===== config.mk =====
export PLATFORM = sky130hd
export DESIGN_NAME = mem_arbiter_flat
export DESIGN_NICKNAME = d
export VERILOG_FILES = /design/src/rtl/mem_arbiter_pkg.sv /design/src/rtl/mem_arbiter_if.sv /design/src/rtl/mem_arbiter_fsm.sv /design/src/rtl/mem_arbiter.sv /design/src/flat_wrapper.sv
export SDC_FILE = /design/constraint.sdc
export NUM_CORES = 1
export LEC_CHECK = 0
export CAP_MARGIN = 10
export CORE_MARGIN = 2
export CORE_UTILIZATION = 39
export CTS_CLUSTER_DIAMETER = 200
export DETAILED_ROUTE_END_ITERATION = 16
export PLACE_DENSITY = 0.84
export SLEW_MARGIN = 30
export SYNTH_ARGS = -nofsm -noshare
export SYNTH_HDL_FRONTEND = slang
export SYNTH_SLANG_ARGS = --single-unit

===== constraint.sdc =====
create_clock -name clk -period 3.65 [get_ports clk]
set_clock_uncertainty 0.2 [all_clocks]
set_input_delay 0.73 -clock clk [delete_from_list [all_inputs] [get_ports clk]]
set_output_delay 0.73 -clock clk [all_outputs]
set_load 0.05 [all_outputs]

===== src/rtl/mem_arbiter_pkg.sv =====
// lib_cpu: shared widths and arbiter state encoding for the program-memory
// arbiter that lets a loader take the CPU's instruction memory for a while.
// Contents:
//   ADDR_W, DATA_W - program memory address / data widths
//   ARB_STATE      - arbiter FSM state encoding
package lib_cpu;

  localparam int ADDR_W = 4;
  localparam int DATA_W = 8;

  typedef enum logic [1:0] {
    CPU_OWN  = 2'd0,
    HANDOVER = 2'd1,
    LD_OWN   = 2'd2,
    RETURN   = 2'd3
  } ARB_STATE;

endpackage


===== src/rtl/mem_arbiter_if.sv =====
// mem_arbiter_if: bundles the CPU fetch port, loader port and program memory
// port of the arbiter.
//   cpu_addr/cpu_data/cpu_en                  CPU fetch side
//   ld_req/ld_valid/ld_we/ld_addr/ld_wdata    loader request side
//   ld_gnt/ld_ack/ld_rdata                    loader response side
//   mem_addr/mem_we/mem_wdata/mem_rdata       program memory side
// Modports:
//   slave  - the arbiter
//   master - the environment (CPU, loader and memory)
interface mem_arbiter_if;
  import lib_cpu::*;

  logic [ADDR_W-1:0] cpu_addr;
  logic [DATA_W-1:0] cpu_data;
  logic              cpu_en;

  logic              ld_req;
  logic              ld_valid;
  logic              ld_we;
  logic [ADDR_W-1:0] ld_addr;
  logic [DATA_W-1:0] ld_wdata;
  logic              ld_gnt;
  logic              ld_ack;
  logic [DATA_W-1:0] ld_rdata;

  logic [ADDR_W-1:0] mem_addr;
  logic              mem_we;
  logic [DATA_W-1:0] mem_wdata;
  logic [DATA_W-1:0] mem_rdata;

  modport slave (
    input  cpu_addr, ld_req, ld_valid, ld_we, ld_addr, ld_wdata, mem_rdata,
    output cpu_data, cpu_en, ld_gnt, ld_ack, ld_rdata, mem_addr, mem_we, mem_wdata
  );

  modport master (
    output cpu_addr, ld_req, ld_valid, ld_we, ld_addr, ld_wdata, mem_rdata,
    input  cpu_data, cpu_en, ld_gnt, ld_ack, ld_rdata, mem_addr, mem_we, mem_wdata
  );

endinterface


===== src/rtl/mem_arbiter_fsm.sv =====
// arb_fsm: ownership sequencer for the program memory. Holds the state, the
// loader burst counter and the CPU cooldown counter.
// Ports:
//   clk, rst   clock, synchronous active-high reset
//   i_ld_req   loader ownership request (level)
//   o_state    current owner state
//
// state    | meaning
// ---------+--------------------------------------------------------
// CPU_OWN  | CPU fetches; loader request honoured once cooldown is 0
// HANDOVER | one idle turnaround cycle before the loader gets memory
// LD_OWN   | loader owns memory, at most BURST_MAX cycles
// RETURN   | one idle turnaround cycle before the CPU gets memory back
module arb_fsm
  import lib_cpu::*;
#(
  parameter int BURST_MAX = 8,
  parameter int CPU_MIN   = 4
) (
  input  logic     clk,
  input  logic     rst,
  input  logic     i_ld_req,
  output ARB_STATE o_state
);

  localparam int BW = (BURST_MAX > 0) ? $clog2(BURST_MAX + 1) : 1;
  localparam int CW = (CPU_MIN > 0) ? $clog2(CPU_MIN + 1) : 1;
  localparam logic [BW-1:0] BURST_LAST = BW'((BURST_MAX > 0) ? BURST_MAX - 1 : 0);
  // The cooldown counts CPU_OWN cycles still owed after the current one, so
  // the first CPU_OWN cycle after RETURN already counts towards CPU_MIN.
  localparam logic [CW-1:0] COOL_LOAD  = CW'((CPU_MIN > 0) ? CPU_MIN - 1 : 0);

  ARB_STATE      r_state, w_state_nxt;
  logic [BW-1:0] r_burst, w_burst_nxt;
  logic [CW-1:0] r_cool,  w_cool_nxt;

  always_ff @(posedge clk) begin
    if (rst) begin
      r_state <= CPU_OWN;
      r_burst <= '0;
      r_cool  <= '0;
    end else begin
      r_state <= w_state_nxt;
      r_burst <= w_burst_nxt;
      r_cool  <= w_cool_nxt;
    end
  end

  always_comb begin
    w_state_nxt = r_state;
    w_burst_nxt = r_burst;
    w_cool_nxt  = r_cool;
    case (r_state)
      CPU_OWN: begin
        if (r_cool != '0) w_cool_nxt = r_cool - CW'(1);
        else if (i_ld_req) w_state_nxt = HANDOVER;
      end
      HANDOVER: begin
        w_state_nxt = LD_OWN;
        w_burst_nxt = '0;
      end
      LD_OWN: begin
        w_burst_nxt = r_burst + BW'(1);
        if (!i_ld_req || r_burst == BURST_LAST) w_state_nxt = RETURN;
      end
      RETURN: begin
        w_state_nxt = CPU_OWN;
        w_cool_nxt  = COOL_LOAD;
      end
      default: w_state_nxt = CPU_OWN;
    endcase
  end

  assign o_state = r_state;

endmodule


===== src/rtl/mem_arbiter.sv =====
// mem_arbiter: shares one combinational-read program memory between the CPU
// fetch path and a bursting loader. Ownership sequencing lives in arb_fsm;
// this module muxes the memory port and registers the loader ack/read data.
// Ports:
//   clk, rst   clock, synchronous active-high reset
//   bus        mem_arbiter_if.slave (CPU, loader and memory signals)
module mem_arbiter
  import lib_cpu::*;
#(
  parameter int BURST_MAX = 8,
  parameter int CPU_MIN   = 4
) (
  input logic           clk,
  input logic           rst,
  mem_arbiter_if.slave  bus
);

  ARB_STATE          w_state;
  logic              w_accept;
  logic [ADDR_W-1:0] w_mem_addr;
  logic              w_mem_we;
  logic [DATA_W-1:0] w_cpu_data;
  logic              w_cpu_en;
  logic              w_ld_gnt;
  logic              r_ack;
  logic [DATA_W-1:0] r_rdata;

  arb_fsm #(
    .BURST_MAX(BURST_MAX),
    .CPU_MIN  (CPU_MIN)
  ) u_fsm (
    .clk     (clk),
    .rst     (rst),
    .i_ld_req(bus.ld_req),
    .o_state (w_state)
  );

  // A dropping ld_req in LD_OWN cancels that cycle's access as well.
  assign w_accept = (w_state == LD_OWN) && bus.ld_req && bus.ld_valid;

  always_comb begin
    w_mem_addr = bus.cpu_addr;
    w_mem_we   = 1'b0;
    w_cpu_data = '0;
    w_cpu_en   = 1'b0;
    w_ld_gnt   = 1'b0;
    case (w_state)
      CPU_OWN: begin
        w_cpu_data = bus.mem_rdata;
        w_cpu_en   = 1'b1;
      end
      LD_OWN: begin
        w_mem_addr = bus.ld_addr;
        w_mem_we   = w_accept && bus.ld_we;
        w_ld_gnt   = 1'b1;
      end
      default: ;
    endcase
  end

  always_ff @(posedge clk) begin
    if (rst) begin
      r_ack   <= 1'b0;
      r_rdata <= '0;
    end else begin
      r_ack <= w_accept;
      if (w_accept && !bus.ld_we) r_rdata <= bus.mem_rdata;
    end
  end

  assign bus.mem_addr  = w_mem_addr;
  assign bus.mem_we    = w_mem_we;
  assign bus.mem_wdata = bus.ld_wdata;
  assign bus.cpu_data  = w_cpu_data;
  assign bus.cpu_en    = w_cpu_en;
  assign bus.ld_gnt    = w_ld_gnt;
  assign bus.ld_ack    = r_ack;
  assign bus.ld_rdata  = r_rdata;

endmodule


===== src/flat_wrapper.sv =====
// flat-port wrapper written by rule: the top's interface ports become plain ports
module mem_arbiter_flat import lib_cpu::*;
#(
  parameter int BURST_MAX = 8,
  parameter int CPU_MIN   = 4
)
  (clk, rst, bus_cpu_addr, bus_ld_req, bus_ld_valid, bus_ld_we, bus_ld_addr, bus_ld_wdata, bus_mem_rdata, bus_cpu_data, bus_cpu_en, bus_ld_gnt, bus_ld_ack, bus_ld_rdata, bus_mem_addr, bus_mem_we, bus_mem_wdata);
  mem_arbiter_if bus_i ();
  input logic clk;
  input logic rst;
  input wire logic [$bits(bus_i.cpu_addr)-1:0] bus_cpu_addr;
  input wire logic [$bits(bus_i.ld_req)-1:0] bus_ld_req;
  input wire logic [$bits(bus_i.ld_valid)-1:0] bus_ld_valid;
  input wire logic [$bits(bus_i.ld_we)-1:0] bus_ld_we;
  input wire logic [$bits(bus_i.ld_addr)-1:0] bus_ld_addr;
  input wire logic [$bits(bus_i.ld_wdata)-1:0] bus_ld_wdata;
  input wire logic [$bits(bus_i.mem_rdata)-1:0] bus_mem_rdata;
  output wire logic [$bits(bus_i.cpu_data)-1:0] bus_cpu_data;
  output wire logic [$bits(bus_i.cpu_en)-1:0] bus_cpu_en;
  output wire logic [$bits(bus_i.ld_gnt)-1:0] bus_ld_gnt;
  output wire logic [$bits(bus_i.ld_ack)-1:0] bus_ld_ack;
  output wire logic [$bits(bus_i.ld_rdata)-1:0] bus_ld_rdata;
  output wire logic [$bits(bus_i.mem_addr)-1:0] bus_mem_addr;
  output wire logic [$bits(bus_i.mem_we)-1:0] bus_mem_we;
  output wire logic [$bits(bus_i.mem_wdata)-1:0] bus_mem_wdata;
  assign bus_i.cpu_addr = bus_cpu_addr;
  assign bus_i.ld_req = bus_ld_req;
  assign bus_i.ld_valid = bus_ld_valid;
  assign bus_i.ld_we = bus_ld_we;
  assign bus_i.ld_addr = bus_ld_addr;
  assign bus_i.ld_wdata = bus_ld_wdata;
  assign bus_i.mem_rdata = bus_mem_rdata;
  assign bus_cpu_data = bus_i.cpu_data;
  assign bus_cpu_en = bus_i.cpu_en;
  assign bus_ld_gnt = bus_i.ld_gnt;
  assign bus_ld_ack = bus_i.ld_ack;
  assign bus_ld_rdata = bus_i.ld_rdata;
  assign bus_mem_addr = bus_i.mem_addr;
  assign bus_mem_we = bus_i.mem_we;
  assign bus_mem_wdata = bus_i.mem_wdata;
  mem_arbiter #(.BURST_MAX(BURST_MAX), .CPU_MIN(CPU_MIN)) u_core (.clk(clk), .rst(rst), .bus(bus_i));
endmodule

==> key figures, run 1 <==
Status
  – Status: complete, no violations

Timing
  – Worst Max-Slew Pin Slew: 0.704 ns
  – Relative slew slack: 0.529
  – Final cycle utilization of the critical path: 0.904
  – RSZ-0062 raised after global routing: no
  – Fin. max-slew vios: 0
  – Min cycle time layout: between 3 and 4 ns
  – Setup Viol. Count Final: 0
  – FMAX: slightly above 0.3 GHz
  – Setup TNS: 0 ns
  – Final hold violation count: 0

Flow run
  – Max-cap violations: 0

Global routing
  – Number of global-route vias before repair: 825
  – Remaining global-route overflow: 0
  – Pin count of the biggest net entering global routing: 21
  – First-pass GRT wire length: 3370 µm
  – All-Layer GR Usage: 0.161
  – Initial antenna violation count: 0

Clock network
  – CTS Sinks: 18
  – Clk Latency, worst-skew pair: around 0.29 ns
  – Cts hold-fix bufs: 0
  – Post CTS Setup Buffer Count: 0
  – CTS root buffer: clkbuf_4
  – CTS H-tree lvls: 1
  – Post-CTS resize count: 0
  – Clk slew on worst S/H paths: 0.10 ns
  – Max Root-Sink Buffers: 2
  – TritonCTS clock tree: yes
  – Number of CTS-inserted buffers: 3

Finish
  – Final Cell Area: 1400 µm²
  – Final Non-Filler Cells: 184
  – Layout cells sized above 1: 0.0584
  – Inserted Diodes: 0
  – Most common cell after layout, fill and taps aside: clkdlybuf4s50_1
  – Final layout net count: 191
  – Layout area overhead: 41.7%
  – Layout filler cell count: 222
  – Leading cell types in the layout, fill and taps excluded: clkdlybuf4s50_1, nand2_1, dfxtp_1

Power
  – Sw Share: 0.481
  – Clock share of power: 0.104
  – Gate power share: 0.642
  – Seq pwr share: 0.254
  – PwrDens: 669 nW/µm²
  – Worst IR drop on VDD: 368 µV
  – P_leak: 0.516 nW
  – Pint: 485 µW
  – Switching power total: around 450 µW

Placed design
  – DP Area: 1380 µm²
  – Final GP Congestion: 0.709
  – PortBufs: 44
  – Placed insts: 181
  – Hpwl dp: 1720 µm

Detailed routing
  – First-pass iteration count of the detailed router: 4
  – Starting DRT DRC Count: 18
  – DR WL/cell: 12.0 µm
  – Antenna Nets Post-Route: 0
  – Residual DRC: 0
  – Routed vias: 905
  – Final WL: 2200 µm
  – Via density per instance: 4.92

Logic synthesis
  – Flops & latches, synth: 18
  – Syn nets: 155
  – Yosys warning count: 0
  – Synthesized area: approximately 990 µm²
  – Sequential area share after synthesis: 0.365
  – Synth Area per Inst: 8.23 µm²
  – Post-Synthesis Cells: 120
  – Unique cell type count in the Yosys netlist: 24

Floorplanning
  – Core footprint: 2430 µm²
  – Initial Utilization: 0.406
  – # rows: 18
  – Die H: 54.3 µm
  – Die Width: 54.3 µm
  – Die Area: 2950 µm²
  – Io pins: 61

Worst hold path
  – Worst hold path class: reg -> reg

Critical path
  – Worst EP arrival: roughly 2.4 ns
  – Worst path slowest cell: clkdlybuf4s50_1
  – CP startpoint kind: flop
  – CP Cell Sequence: inv_1, ha_1, nand3_1, nor2_1, clkdlybuf4s50_1
  – Crit path kind: reg -> out
  – Crit-path max FO: 16
  – Critical Path Sink Type: primary output
  – Crit path required time: 2.72 ns
  – Critical Path Max Stage Delay: 0.81 ns
## through the flow
| step | hold WS, ns | power [mW] | util | worst slack, ns |
|---|---|---|---|---|
| 2_1_floorplan | 0.240 | 0.699 | - | 0.766 |
| 3_3_place_gp | 0.243 | 0.827 | 0.566 | 0.429 |
| 3_5_place_dp | 0.251 | 0.845 | 0.566 | 0.418 |
| 4_1_cts | 0.265 | 0.942 | 0.575 | 0.351 |
| 5_1_grt | 0.288 | 0.990 | 0.575 | 0.175 |
| 6_report | 0.266 | 0.935 | 0.575 | 0.352 |
## sequential cells by signal, summed over array words and instances (netlist names)
register              count
u_core.u_fsm.r_burst      4
u_core.bus.ld_ack         1
u_core.u_fsm.r_cool       3
u_core.u_fsm.o_state      2
u_core.bus.ld_rdata       8
## path summary, 6_finish.rpt
kind	startpoint	slack [ns]	end	cells past startpoint
worst max-delay path	u_core.u_fsm.o_state[0]	0.35	bus_mem_we	5
worst min-delay path	u_core.bus.ld_rdata[5]	0.27	u_core.bus.ld_rdata[5]	2
worst max register to register	u_core.u_fsm.o_state[0]	1.65	u_core.bus.ld_rdata[3]	5
worst min register to register	u_core.bus.ld_rdata[5]	0.27	u_core.bus.ld_rdata[5]	2
## layer usage
layer	share of wire	GRT usage
met1	0.42	0.175
met2	0.49	0.281
met3	0.078	0.0601
met4	0.0095	0.0583
met5	0	0
## Yosys cell counts, drive strengths merged
master / count / area share
nand2b: 3 / 0.019
buf: 12 / 0.086
mux2: 4 / 0.046
and2: 9 / 0.057
nor3b: 1 / 0.0076
dfxtp: 18 / 0.37
a21oi: 15 / 0.076
nand4b: 2 / 0.018
nand2: 19 / 0.072
mux2i: 1 / 0.010
a211oi: 1 / 0.013
and4b: 1 / 0.010
nor2: 6 / 0.023
nand3: 4 / 0.020
o21a: 2 / 0.015
nor2b: 1 / 0.0063
a32o: 1 / 0.011
ha: 6 / 0.076
o32ai: 1 / 0.0089
nand3b: 2 / 0.015
inv: 8 / 0.030
o21ai: 2 / 0.010
clkbuf: 1 / 0.0038
## critical path, delay by kind of cell (launching register included)
family | cells | cell delay (ns)
buffers and inverters | 2 | 0.92
flip-flops | 1 | 0.32
AND/OR/NAND/NOR | 2 | 0.30
adder cells (fa/ha/maj) | 1 | 0.54
## cells by family (layout without fill, tap and decap cells)
group | after synthesis | after routing | synth area share
AND/OR/NAND/NOR | 48 | 48 | 0.248
AO/OA/AOI/OAI | 22 | 22 | 0.134
buffers and inverters | 21 | 55 | 0.120
flip-flops | 18 | 18 | 0.365
adder cells (fa/ha/maj) | 6 | 6 | 0.0760
multiplexers | 5 | 5 | 0.0558
## final cells by class
type | instances | area, µm² | share of cell area
tap | 30 | 37.5 | 0.0268
clock buffer | 3 | 22.5 | 0.0161
multi-input combinational | 81 | 508 | 0.363
timing repair buffer | 44 | 440 | 0.315
inverter | 8 | 30.0 | 0.0215
sequential | 18 | 360 | 0.258
## power groups by stage
stage,sequential [mW],combinational (mW),clock (mW)
after global placement,0.241,0.586,0
final,0.238,0.600,0.0973
after floorplan,0.249,0.450,0
after detailed placement,0.243,0.602,0
after CTS,0.238,0.603,0.101
after global routing,0.240,0.642,0.108
(Power assumes the default switching activity.)
==> inputs of run 2 (changes only) <==
- GPL_ROUTABILITY_DRIVEN: unset -> 0
==> results of run 2 <==
The final DEF is identical to that of run 1; final timing and power are the same.
==> inputs of run 3 (changes only) <==
- CTS_CLUSTER_DIAMETER: 200 -> unset
==> results of run 3 <==
The final DEF is identical to that of run 1; final timing and power are the same.
==> patch: new RTL, settings of run 2 <==
Set the package constant `DATA_W` to 10 (it was 8).
--- a/src/rtl/mem_arbiter_pkg.sv
+++ b/src/rtl/mem_arbiter_pkg.sv
@@ -6,7 +6,7 @@
 package lib_cpu;
 
   localparam int ADDR_W = 4;
-  localparam int DATA_W = 8;
+  localparam int DATA_W = 10;
 
   typedef enum logic [1:0] {
     CPU_OWN  = 2'd0,
Interface: changed (5 resized); port bits go from 61 to 71. No check against the original RTL was run, so the function may have changed too.
==> patch against run 2 <==
  * Sequential cell count is 2 higher
  * Wire length rose by 17%
  * Synthesized cell count increased by 10%
  * Cell area up 12%
  * Global-route usage fell by 0.097 points
  * Setup slack worse by 17 ps
  * Synthesized area is 9.9% higher
  * Total power grew 17%
==> patch: results (changes against run 2) <==
multi-input gates=89 (was 81); hold_sp=u_core.bus.ld_rdata[3] (was u_core.bus.ld_rdata[5]); DRT iter0 DRCs=24 (was 18); Peak VDD IR=0.439 mV (was 0.368 mV); WL met1=982 um (was 925 um); main area contributors after synthesis=dfxtp_1 37%, buf_4 8.3%, nand2_1 8.0% (was dfxtp_1 37%, a21oi_1 7.6%, buf_4 7.6%); FFs & Latches=20 (was 18); max reg flops=10 (was 8); Vias/cell=5.06 (was 4.92); routed length on met3=199 um (was 172 um); clock-pin slew on the worst setup and hold paths=120 ps (was 100 ps); Post-Syn Nets=171 (was 155); routed wl met2=1.37 mm (was 1.08 mm); Adder-Cell Fraction of Synth Area=6.92% (was 7.60%); worst reg2reg endpoint=u_core.bus.ld_rdata[9] (was u_core.bus.ld_rdata[3]); Placement Cell Area=0.00152 mm^2 (was 0.00138 mm^2); Top Metal Used=met4 (unchanged); H-tree depth=1 (unchanged); mux cell area share after synthesis=5.07% (was 5.58%); Layout clock area frac=3.34% (was 1.61%); Tot GR Track Use=16.0% (was 16.1%); Setup Buffers After CTS=0 (unchanged); final worst setup slack=335 ps (was 352 ps); Arr. time, crit path=2390 ps (was 2370 ps); Layout area overhead=45.0% (was 41.7%); Hold Path Sink=u_core.bus.ld_rdata[3] (was u_core.bus.ld_rdata[5]); share of layout cells above drive strength 1=5.85% (was 5.84%); fin. max-slew vios=0 (unchanged); Signal buffers=50 (was 44); final net count=211 (was 191); Placed Cells=198 (was 181); pre-CTS setup slack=342 ps (was 418 ps); Avg WL per Cell=12.8 um (was 12.0 um); signal buffers share of area=31.8% (was 31.5%); status=completed (unchanged); hold_ws=263 ps (was 266 ps); first-pass GRT wire length=4.11 mm (was 3.37 mm); FILL cells=252 (was 222); DPL Wire Length=2.04 mm (was 1.72 mm); pin count of the biggest net entering global routing=23 (was 21); hold depth=2 (unchanged); post-synthesis compound-gate area fraction=13.0% (was 13.4%); Gates resized, CTS repair=0 (unchanged); Root Buffer=clkbuf_4 (unchanged); Buffers on Ports=50 (was 44); Yosys cell types=25 (was 24); CP peak stage delay=810 ps (about the same); Cells after Synth=132 (was 120); sequential share of the synthesized area=36.9% (was 36.5%); leakage=0.000585 uW (was 0.000516 uW); Tap Cells=31 (was 30); Commonest cells post-synth=23 x nand2_1, 20 x dfxtp_1, 17 x a21oi_1, 12 x buf_4, 11 x and2_1 (was 19 x nand2_1, 18 x dfxtp_1, 15 x a21oi_1, 10 x buf_4, 9 x and2_1); total number of vias=1023 (was 905); Multi-input gate area=551 um^2 (was 508 um^2); FF+latch area=400 um^2 (was 360 um^2); Slew HR=46.8% (was 52.9%); via count of the first global-routing pass=961 (was 825)
-- patch: cell types whose count changed after synthesis, sizes merged --
cell / delta
a21oi: +2
and2: +2
buf: +2
dfxtp: +2
nand2: +4
-- patch: logic make-up (layout without fill, tap and decap cells) --
| kind of cell | Yosys count | count (layout) |
|---|---|---|
| and+or+nand+nor | 54 | 54 |
| AOI/OAI and AO/OA | 24 | 24 |
| buffers and inverters | 23 | 62 |
| DFF | 20 | 20 |
| adders and majority gates | 6 | 6 |
| muxes | 5 | 5 |
-- patch: power breakdown --
part / total, uW / internal (uW) / switching (uW)
clock network: 180 / 111 / 68.9
logic: 659 / 243 / 416
registers: 261 / 245 / 15.9
total: 1100 / 598 / 501
-- patch: routing by layer --
| metal | vias up | global-route usage, % |
|---|---|---|
| li1 | 507 | - |
| met1 | 462 | 17.7 |
| met2 | 50 | 30.1 |
| met3 | 4 | 3.23 |
| met4 | 0 | 4.98 |
| met5 | - | 0 |
